[src/rtl/branch_update_ctrl_if.sv]
// Resolve-stage handshake and predictor-table write bus for branch_update_ctrl.
// The controller uses the slave modport; the resolve stage / table side uses master.
`ifndef WORD_SIZE
`define WORD_SIZE 16
`endif

interface branch_update_ctrl_if #(
  parameter int INDEX_BITS = 8,
  parameter int FIFO_DEPTH = 2
);
  localparam int TAG_W = `WORD_SIZE - INDEX_BITS;
  localparam int CNT_W = $clog2(FIFO_DEPTH) + 1;

  logic                   res_valid;
  logic                   res_ready;
  logic [`WORD_SIZE-1:0]  res_pc;
  logic [`WORD_SIZE-1:0]  res_target;
  logic                   res_taken;
  logic                   res_is_branch;
  logic [INDEX_BITS-1:0]  cnt_index;
  logic [1:0]             cnt_rdata;
  logic                   cnt_we;
  logic [1:0]             cnt_wdata;
  logic                   btb_we;
  logic [INDEX_BITS-1:0]  btb_index;
  logic [TAG_W-1:0]       btb_tag;
  logic [`WORD_SIZE-1:0]  btb_target;
  logic                   init_done;
  logic [CNT_W-1:0]       pending;

  modport master (
    output res_valid, res_pc, res_target, res_taken, res_is_branch, cnt_rdata,
    input  res_ready, cnt_index, cnt_we, cnt_wdata, btb_we, btb_index, btb_tag,
           btb_target, init_done, pending
  );

  modport slave (
    input  res_valid, res_pc, res_target, res_taken, res_is_branch, cnt_rdata,
    output res_ready, cnt_index, cnt_we, cnt_wdata, btb_we, btb_index, btb_tag,
           btb_target, init_done, pending
  );
endinterface

[src/rtl/branch_update_ctrl.sv]
// Write-side sequencer for the BTB and 2-bit counter tables: clears both after reset,
// then drains buffered resolved-branch records. Optional BP_TAKEN_ONLY_TARGET_EN.
`ifndef WORD_SIZE
`define WORD_SIZE 16
`endif

module branch_update_ctrl #(
  parameter int INDEX_BITS = 8,
  parameter int FIFO_DEPTH = 2
) (
  input  logic               clk,
  input  logic               reset_n,
  branch_update_ctrl_if.slave bus
);
  localparam int PTR_W = $clog2(FIFO_DEPTH);
  localparam int CNT_W = PTR_W + 1;
  localparam int TAG_W = `WORD_SIZE - INDEX_BITS;

  typedef enum logic [1:0] {INIT, IDLE, READ, WRITE} state_t;

  state_t                state_q, state_d;
  logic [INDEX_BITS-1:0] init_cnt_q, init_cnt_d;
  logic                  walk_q;
  logic [PTR_W-1:0]      head_q, tail_q;
  logic [CNT_W-1:0]      count_q, count_d;
  logic [1:0]            cnt_lat_q;

  logic [`WORD_SIZE-1:0] pc_mem  [FIFO_DEPTH];
  logic [`WORD_SIZE-1:0] tgt_mem [FIFO_DEPTH];
  logic                  tk_mem  [FIFO_DEPTH];
  logic                  br_mem  [FIFO_DEPTH];

  logic                  push, pop, ready;
  logic [`WORD_SIZE-1:0] head_pc, head_tgt;
  logic                  head_tk, head_br;
  logic [1:0]            cnt_next;

  logic [INDEX_BITS-1:0] cnt_index, btb_index;
  logic [TAG_W-1:0]      btb_tag;
  logic [`WORD_SIZE-1:0] btb_target;
  logic [1:0]            cnt_wdata;
  logic                  cnt_we, btb_we;

  assign head_pc  = pc_mem[head_q];
  assign head_tgt = tgt_mem[head_q];
  assign head_tk  = tk_mem[head_q];
  assign head_br  = br_mem[head_q];

  // No full-bypass: a popping cycle does not reopen a full buffer.
  assign ready   = (state_q != INIT) && (count_q < CNT_W'(FIFO_DEPTH));
  assign push    = bus.res_valid && ready;
  assign pop     = (state_q == WRITE);
  assign count_d = count_q + CNT_W'(push) - CNT_W'(pop);

  always_comb begin
    cnt_next = 2'b11;
    if (head_br) begin
      if (head_tk) cnt_next = (cnt_lat_q == 2'b11) ? 2'b11 : cnt_lat_q + 2'b01;
      else         cnt_next = (cnt_lat_q == 2'b00) ? 2'b00 : cnt_lat_q - 2'b01;
    end
  end

  always_comb begin
    state_d    = state_q;
    init_cnt_d = init_cnt_q;
    cnt_index  = '0;
    btb_index  = '0;
    btb_tag    = '0;
    btb_target = '0;
    cnt_wdata  = '0;
    cnt_we     = 1'b0;
    btb_we     = 1'b0;
    unique case (state_q)
      INIT: begin
        // walk_q holds the strobes off while reset is asserted
        if (walk_q) begin
          cnt_we     = 1'b1;
          btb_we     = 1'b1;
          cnt_index  = init_cnt_q;
          btb_index  = init_cnt_q;
          btb_target = '1;
          init_cnt_d = init_cnt_q + 1'b1;
          if (init_cnt_q == '1) state_d = IDLE;
        end
      end
      IDLE: begin
        if (count_q != '0) state_d = READ;
      end
      READ: begin
        cnt_index = head_pc[INDEX_BITS-1:0];
        btb_index = head_pc[INDEX_BITS-1:0];
        state_d   = WRITE;
      end
      WRITE: begin
        cnt_index  = head_pc[INDEX_BITS-1:0];
        btb_index  = head_pc[INDEX_BITS-1:0];
        btb_tag    = head_pc[`WORD_SIZE-1:INDEX_BITS];
        btb_target = head_tgt;
        cnt_wdata  = cnt_next;
        cnt_we     = 1'b1;
`ifdef BP_TAKEN_ONLY_TARGET_EN
        btb_we     = !head_br || head_tk;
`else
        btb_we     = 1'b1;
`endif
        state_d    = (count_d != '0) ? READ : IDLE;
      end
      default: state_d = INIT;
    endcase
  end

  always_ff @(posedge clk or negedge reset_n) begin
    if (!reset_n) begin
      state_q    <= INIT;
      init_cnt_q <= '0;
      walk_q     <= 1'b0;
      head_q     <= '0;
      tail_q     <= '0;
      count_q    <= '0;
      cnt_lat_q  <= '0;
    end else begin
      state_q    <= state_d;
      init_cnt_q <= init_cnt_d;
      walk_q     <= 1'b1;
      count_q    <= count_d;
      if (push) tail_q <= tail_q + 1'b1;
      if (pop)  head_q <= head_q + 1'b1;
      if (state_q == READ) cnt_lat_q <= bus.cnt_rdata;
    end
  end

  always_ff @(posedge clk) begin
    if (push) begin
      pc_mem[tail_q]  <= bus.res_pc;
      tgt_mem[tail_q] <= bus.res_target;
      tk_mem[tail_q]  <= bus.res_taken;
      br_mem[tail_q]  <= bus.res_is_branch;
    end
  end

  assign bus.res_ready  = ready;
  assign bus.init_done  = (state_q != INIT);
  assign bus.pending    = count_q;
  assign bus.cnt_index  = cnt_index;
  assign bus.cnt_we     = cnt_we;
  assign bus.cnt_wdata  = cnt_wdata;
  assign bus.btb_we     = btb_we;
  assign bus.btb_index  = btb_index;
  assign bus.btb_tag    = btb_tag;
  assign bus.btb_target = btb_target;
endmodule

[src/flat_wrapper.sv]
// flat-port wrapper written by rule: the top's interface ports become plain ports
module branch_update_ctrl_flat 
#(
  parameter int INDEX_BITS = 8,
  parameter int FIFO_DEPTH = 2
)
  (clk, reset_n, bus_res_valid, bus_res_pc, bus_res_target, bus_res_taken, bus_res_is_branch, bus_cnt_rdata, bus_res_ready, bus_cnt_index, bus_cnt_we, bus_cnt_wdata, bus_btb_we, bus_btb_index, bus_btb_tag, bus_btb_target, bus_init_done, bus_pending);
  branch_update_ctrl_if #(.INDEX_BITS(INDEX_BITS), .FIFO_DEPTH(FIFO_DEPTH)) bus_i ();
  input  logic clk;
  input  logic reset_n;
  input wire logic [$bits(bus_i.res_valid)-1:0] bus_res_valid;
  input wire logic [$bits(bus_i.res_pc)-1:0] bus_res_pc;
  input wire logic [$bits(bus_i.res_target)-1:0] bus_res_target;
  input wire logic [$bits(bus_i.res_taken)-1:0] bus_res_taken;
  input wire logic [$bits(bus_i.res_is_branch)-1:0] bus_res_is_branch;
  input wire logic [$bits(bus_i.cnt_rdata)-1:0] bus_cnt_rdata;
  output wire logic [$bits(bus_i.res_ready)-1:0] bus_res_ready;
  output wire logic [$bits(bus_i.cnt_index)-1:0] bus_cnt_index;
  output wire logic [$bits(bus_i.cnt_we)-1:0] bus_cnt_we;
  output wire logic [$bits(bus_i.cnt_wdata)-1:0] bus_cnt_wdata;
  output wire logic [$bits(bus_i.btb_we)-1:0] bus_btb_we;
  output wire logic [$bits(bus_i.btb_index)-1:0] bus_btb_index;
  output wire logic [$bits(bus_i.btb_tag)-1:0] bus_btb_tag;
  output wire logic [$bits(bus_i.btb_target)-1:0] bus_btb_target;
  output wire logic [$bits(bus_i.init_done)-1:0] bus_init_done;
  output wire logic [$bits(bus_i.pending)-1:0] bus_pending;
  assign bus_i.res_valid = bus_res_valid;
  assign bus_i.res_pc = bus_res_pc;
  assign bus_i.res_target = bus_res_target;
  assign bus_i.res_taken = bus_res_taken;
  assign bus_i.res_is_branch = bus_res_is_branch;
  assign bus_i.cnt_rdata = bus_cnt_rdata;
  assign bus_res_ready = bus_i.res_ready;
  assign bus_cnt_index = bus_i.cnt_index;
  assign bus_cnt_we = bus_i.cnt_we;
  assign bus_cnt_wdata = bus_i.cnt_wdata;
  assign bus_btb_we = bus_i.btb_we;
  assign bus_btb_index = bus_i.btb_index;
  assign bus_btb_tag = bus_i.btb_tag;
  assign bus_btb_target = bus_i.btb_target;
  assign bus_init_done = bus_i.init_done;
  assign bus_pending = bus_i.pending;
  branch_update_ctrl #(.INDEX_BITS(INDEX_BITS), .FIFO_DEPTH(FIFO_DEPTH)) u_core (.clk(clk), .reset_n(reset_n), .bus(bus_i));
endmodule
[config.mk]
export PLATFORM = sky130hd
export DESIGN_NAME = branch_update_ctrl_flat
export DESIGN_NICKNAME = d
export VERILOG_FILES = /design/src/rtl/branch_update_ctrl_if.sv /design/src/rtl/branch_update_ctrl.sv /design/src/flat_wrapper.sv
export SDC_FILE = /design/constraint.sdc
export NUM_CORES = 1
export LEC_CHECK = 0
export BUFFER_PORTS_ARGS = -buffer_cell sky130_fd_sc_hd__clkbuf_2
export CORE_UTILIZATION = 25
export CTS_BUF_LIST = sky130_fd_sc_hd__clkbuf_16
export CTS_CLUSTER_DIAMETER = 100
export CTS_CLUSTER_SIZE = 12
export DETAILED_ROUTE_END_ITERATION = 12
export SLEW_MARGIN = 40
export SYNTH_ARGS = -nofsm -noshare
export SYNTH_HDL_FRONTEND = slang
export SYNTH_SLANG_ARGS = --single-unit
[constraint.sdc]
create_clock -name clk -period 3.9 [get_ports clk]
set_clock_uncertainty 0.15 [all_clocks]
set_input_delay 0.195 -clock clk [delete_from_list [all_inputs] [get_ports clk]]
set_output_delay 0.195 -clock clk [all_outputs]
set_load 0.005 [all_outputs]
; ---- Yosys cells after proc, flatten, opt, wreduce, memory -nomap -nowiden
; Memories as Yosys holds them, arrays and structs flattened.
; Index checks and enable logic that the tools add are counted.
[op_classes]
eq_ne = 8
n_mux = 19
order_cmp = 1
n_addsub = 7
reduce_logical = 10
[op_table]
columns = operator, count
row1 = 16-bit case mux with 2 select lines, 1
row2 = 2-bit two-way mux, 9
row3 = 16-bit two-way mux, 1
row4 = 8-bit two-way mux, 2
row5 = 8-bit case mux with 2 select lines, 1
row6 = "8-bit by 1-bit adder with 8-bit output, second input constant", 1
row7 = "8-bit == test, second input constant", 1
row8 = 2-bit case mux with 4 select lines, 1
row9 = "2-bit == test, second input constant", 3
row10 = "2-bit by 1-bit inequality test with 1-bit output, second input constant", 3
row11 = 2-bit nonzero test, 3
row12 = 2-bit logical NOT, 2
row13 = 1-bit two-way mux, 3
row14 = 3-bit AND reduction, 1
row15 = "1-bit adder, second input constant", 2
row16 = 2-bit by 1-bit adder with 2-bit output, 1
row17 = "2-bit by 1-bit adder with 2-bit output, second input constant", 1
row18 = "2-bit by 1-bit == test with 1-bit output, second input constant", 1
row19 = 1-bit logical AND, 2
row20 = "2-bit < comparator, second input constant", 1
row21 = 1-bit case mux with 2 select lines, 1
row22 = 2-bit AND reduction, 1
row23 = 2-bit OR reduction, 1
row24 = 2-bit by 1-bit subtractor with 2-bit output, 1
row25 = "2-bit by 1-bit subtractor with 2-bit output, second input constant", 1
[word_totals]
mem_count = 4
regBits = 17
elab_cells = 56
in_bits = 39
ram_bits = 68
[memory_table]
columns = memory, words, word_bits, rd, rd_clocked_by_memory_dff, write_ports, line_no
row1 = u_core.pc_mem, 2, 16, 1, 0, 1, branch_update_ctrl.sv:28  ; logic [`WORD_SIZE-1:0] pc_mem [FIFO_DEPTH];
row2 = u_core.tgt_mem, 2, 16, 1, 0, 1, branch_update_ctrl.sv:29  ; logic [`WORD_SIZE-1:0] tgt_mem [FIFO_DEPTH];
row3 = u_core.br_mem, 2, 1, 1, 0, 1, branch_update_ctrl.sv:31  ; logic br_mem [FIFO_DEPTH];
row4 = u_core.tk_mem, 2, 1, 1, 0, 1, branch_update_ctrl.sv:30  ; logic tk_mem [FIFO_DEPTH];

; ---- Depth between registers and ports, before layout
[depth]
depth_word = 8
ltp_mapped = 8

; ---- Least setup slack after synthesis
; OpenSTA, ideal clock, no wires.
[synth_path]
path_kind = register to register
from = register u_core.state_q[0]
to = memory u_core.br_mem[0] (enable)
period_less_slack_ps = 3980
path_slack_ps = -80
arrival_ps = 3362
setup_time_ps = 468
path_stages_with_launch = 6
path_buffers = 1
required_ps = 3282
path_cell_list = dfrtp_1 inv_1 ha_1 buf_2 nand2b_1 nor3_1
[synth_via]
elab_chain_cells = 5
[synth_lines]
columns = item, line_no
row1 = start: declaration, branch_update_ctrl.sv:21  ; state_t state_q, state_d;
row2 = start signal: assignment, branch_update_ctrl.sv:122  ; state_q <= state_d;
row3 = 2-bit nonzero test, branch_update_ctrl.sv:50  ; assign ready = (state_q != INIT) && (count_q < CNT_W'(FIFO_DEPTH));
row4 = 1-bit logical AND, branch_update_ctrl.sv:50
row5 = 1-bit logical AND, branch_update_ctrl.sv:51  ; assign push = bus.res_valid && ready;
row6 = 1-bit two-way mux, branch_update_ctrl.sv:133  ; if (push) begin
row7 = 1-bit two-way mux (not written as such), branch_update_ctrl.sv:137  ; br_mem[tail_q] <= bus.res_is_branch;
row8 = end: declaration, branch_update_ctrl.sv:31
; Every way passes these cells.

; ---- Final worst setup path
[layout_path]
from = register u_core.state_q[0]
to = output port bus_btb_target[10]
[layout_via]
elab_chain_cells = 2
elab_cells_between_ends = 3
classes_between = eq/ne (1) / mux (1) / reduce/logical (1)
[layout_lines]
columns = item, line_no
row1 = 2-bit == test or 2-bit logical NOT (tied branches), branch_update_ctrl.sv:73  ; unique case (state_q)
row2 = 16-bit case mux with 2 select lines (*), branch_update_ctrl.sv:73
row3 = end: declaration, flat_wrapper.sv:24  ; output wire logic [$bits(bus_i.btb_target)-1:0] bus_btb_target;
; Every way passes the cells marked *; elsewhere a longest branch is shown, timed or not.

==> qor.yml <==
drt:
  ant_nets: 0
  wl_per_cell_um: 13.7
  first_pass_iters: 4
  drcViolationCount: 0
  routed_wl_mm: 7.70
  drt-vias-per-instance: 4.24
  vias: 2383
  first_iter_violations: 85
clocking:
  cts.clk_slew.worst_paths_ps: 60
  cts_buffers: 9
  clockBufferDepth: 2
  cts-resized-gates: 0
  tritoncts: "built"
  cts_sinks: 85
  root_buffer: "clkbuf_16"
  cts_setup_buffers: 0
  cts_hold_buf: 37
  cts-htree-levels: 3
  clk_latency_ps: 330
critical_path:
  timing.rr.start: "u_core.state_q[0]$_DFFE_PN0P_"
  cp_max_fo: 17
  arrival_ps: 2480
  worst_r2r_endpoint: "u_core.tgt_mem[1][11]$_DFFE_PP_"
  critPathLaunchType: "flip-flop"
  worstRegToRegCells: 5
  crit_path_end: "bus_btb_target[10]"
  cp_data_required_time_ps: 3560
  worstSetupPathType: "flip-flop to primary output"
  cp-startpoint: "u_core.state_q[0]$_DFFE_PN0P_"
  r2r_slack_ps: 1460
  cp-end-kind: "primary output"
synth:
  ys_seq_elements: 85
  yosys_warnings: 0
  synthCells: 258
  netlist_area_um2: 3680
  synth-seq-area-share: 0.670
  ys_types: 36
  synth_nets: 304
  async_flop_share: 0.200
  avgSynthCellArea_um2: 14.3
  ys.flop_type: "edfxtp_1"
  synth_edf_count: 68
layout:
  fin_cells: 562
  seq_area_um2: 2470
  layout_commonest_cell: "clkbuf_2"
  area_delta_synth_final_pct: 33.2
  drive_above_1_share: 0.294
  mostFrequentLayoutCells: "clkbuf_2, edfxtp_1, dlygate4sd3_1"
  nFillCells: 1420
  multi_input_area_um2: 1080
  num_antenna_cells: 0
  stdcell_area_um2: 4910
  final_nets: 419
sta:
  rsz0062_at_grt: "no"
  hold_violations: 0
  final-max-slew-violation-count: 0
  fin_crit_sh: 0.723
  worstMarginPinSlew_ps: 799
  fmax_mhz: 355
  fin_ws_ps: 1080
  setup_viol: 0
  layout_min_cycle_time_ps: 2820
  finalSetupTns_ps: 0
  relSlewSlack: 0.467
power:
  p_total_w: 0.00334
  p_leak_nw: 2.04
  powerDensity_nw_per_um2: 681
  ir_worst_vdd_mv: 0.288
placed_design:
  dp_cells: 509
  placed_area_um2: 4250
  dp_slack_ps: 1390
  hpwl_mm: 5.07
  portBuffers: 86
  gp_congestion: 0.801
floorplan:
  io-pin-count: 87
  core_area_um2: 14500
  dieArea_um2: 15200
  die_x_um: 123
  start_util: 0.254
  rows: 44
  die_h_um: 123
hold_path:
  min_path_type: "input pin to async pin"
global_route:
  grt.total_usage: 0.106
  grt_pass1_wl_mm: 12.0
  grt_max_degree: 35
  antenna_found_initial: 0
  grt-ovfl-total: 0
  grt_pass1_vias: 2367
outcome:
  status: "finished clean"
run:
  maxCapViolCount: 0
## synthesized netlist by cell type (3+ instances only)
master	count	area, um^2
edfxtp_1	68	2040
mux2i_1	26	260
a21oi_1	21	105
dfrtp_1	17	425
nand2_1	13	48.8
nor2_1	13	48.8
buf_4	11	82.6
mux2_1	10	113
nor2b_1	8	50.1
ha_1	7	87.6
a22oi_1	6	45.0
xnor2_1	6	52.6
buf_2	5	25.0
inv_1	5	18.8
xor2_1	5	43.8
clkbuf_1	4	15.0
nand4_1	4	25.0
nand2b_1	3	18.8
nand3_1	3	15.0
## how the worst min path moves through the flow
stage	start	endpoint	cells after the start
final	reset_n	u_core.init_cnt_q[3]$_DFFE_PN0P_	2
after global routing	reset_n	u_core.init_cnt_q[3]$_DFFE_PN0P_	2
after CTS	reset_n	u_core.init_cnt_q[3]$_DFFE_PN0P_	2
after detailed placement	reset_n	u_core.init_cnt_q[3]$_DFFE_PN0P_	1
after global placement	reset_n	u_core.init_cnt_q[2]$_DFFE_PN0P_	1
after floorplan	reset_n	u_core.bus.pending[0]$_DFF_PN0_	0
## sequential cells by signal (all words and copies together), names as in the netlist
| signal | flops |
|---|---|
| u_core.bus.pending | 2 |
| u_core.state_q | 2 |
| u_core.tk_mem | 2 |
| u_core.br_mem | 2 |
| u_core.walk_q | 1 |
| u_core.tail_q | 1 |
| u_core.head_q | 1 |
| u_core.pc_mem | 32 |
| u_core.init_cnt_q | 8 |
| u_core.cnt_lat_q | 2 |
| u_core.tgt_mem | 32 |
## kinds of logic after synthesis
group | count (synthesis) | synth area share
flops | 85 | 0.670
compound gates | 35 | 0.0570
xor+xnor | 11 | 0.0261
mux | 36 | 0.101
other cells | 1 | 0.00102
simple gates | 54 | 0.0771
buf+inv | 28 | 0.0414
fa+ha+maj | 8 | 0.0265
## critical path, cell delays in order (launching register included)
cell and delay (ps):
dfrtp_1 430, inv_1 110, ha_1 310, and2_1 320, o21bai_2 680, a21oi_1 130
clkbuf_2 160
## routing by layer
metal,routed length [um],GRT usage,part of all wire,vias to the layer above
met5,0,0,0,-
met4,138,0.0512,0.018,0
met3,304,0.0277,0.039,11
met2,3770,0.177,0.49,57
met1,3490,0.128,0.45,1151
li1,-,-,-,1164
## power by group
part	switching, W	total, W	leakage, nW	internal (W)
Clock	0.000337	0.000829	0.141	0.000491
Sequential	0.000146	0.00130	0.827	0.00116
Combinational	0.000662	0.00121	1.08	0.000548
## stage by stage
stage | hold WS, ps | util
CTS | 233 | 0.339
detailed placement | 21.5 | 0.293
global placement | 15.7 | 0.293
global route | 279 | 0.339
floorplan | -251 | -
finish | 210 | 0.339
## layout make-up
| class | count | area share |
|---|---|---|
| clock buffer | 9 | 0.0459 |
| clock inverter | 7 | 0.0130 |
| inverter | 7 | 0.00535 |
| multi-input combinational | 145 | 0.220 |
| sequential | 85 | 0.503 |
| tap | 184 | 0.0469 |
| timing repair buffer | 125 | 0.166 |
No activity file was read; power rests on OpenSTA's default activity.
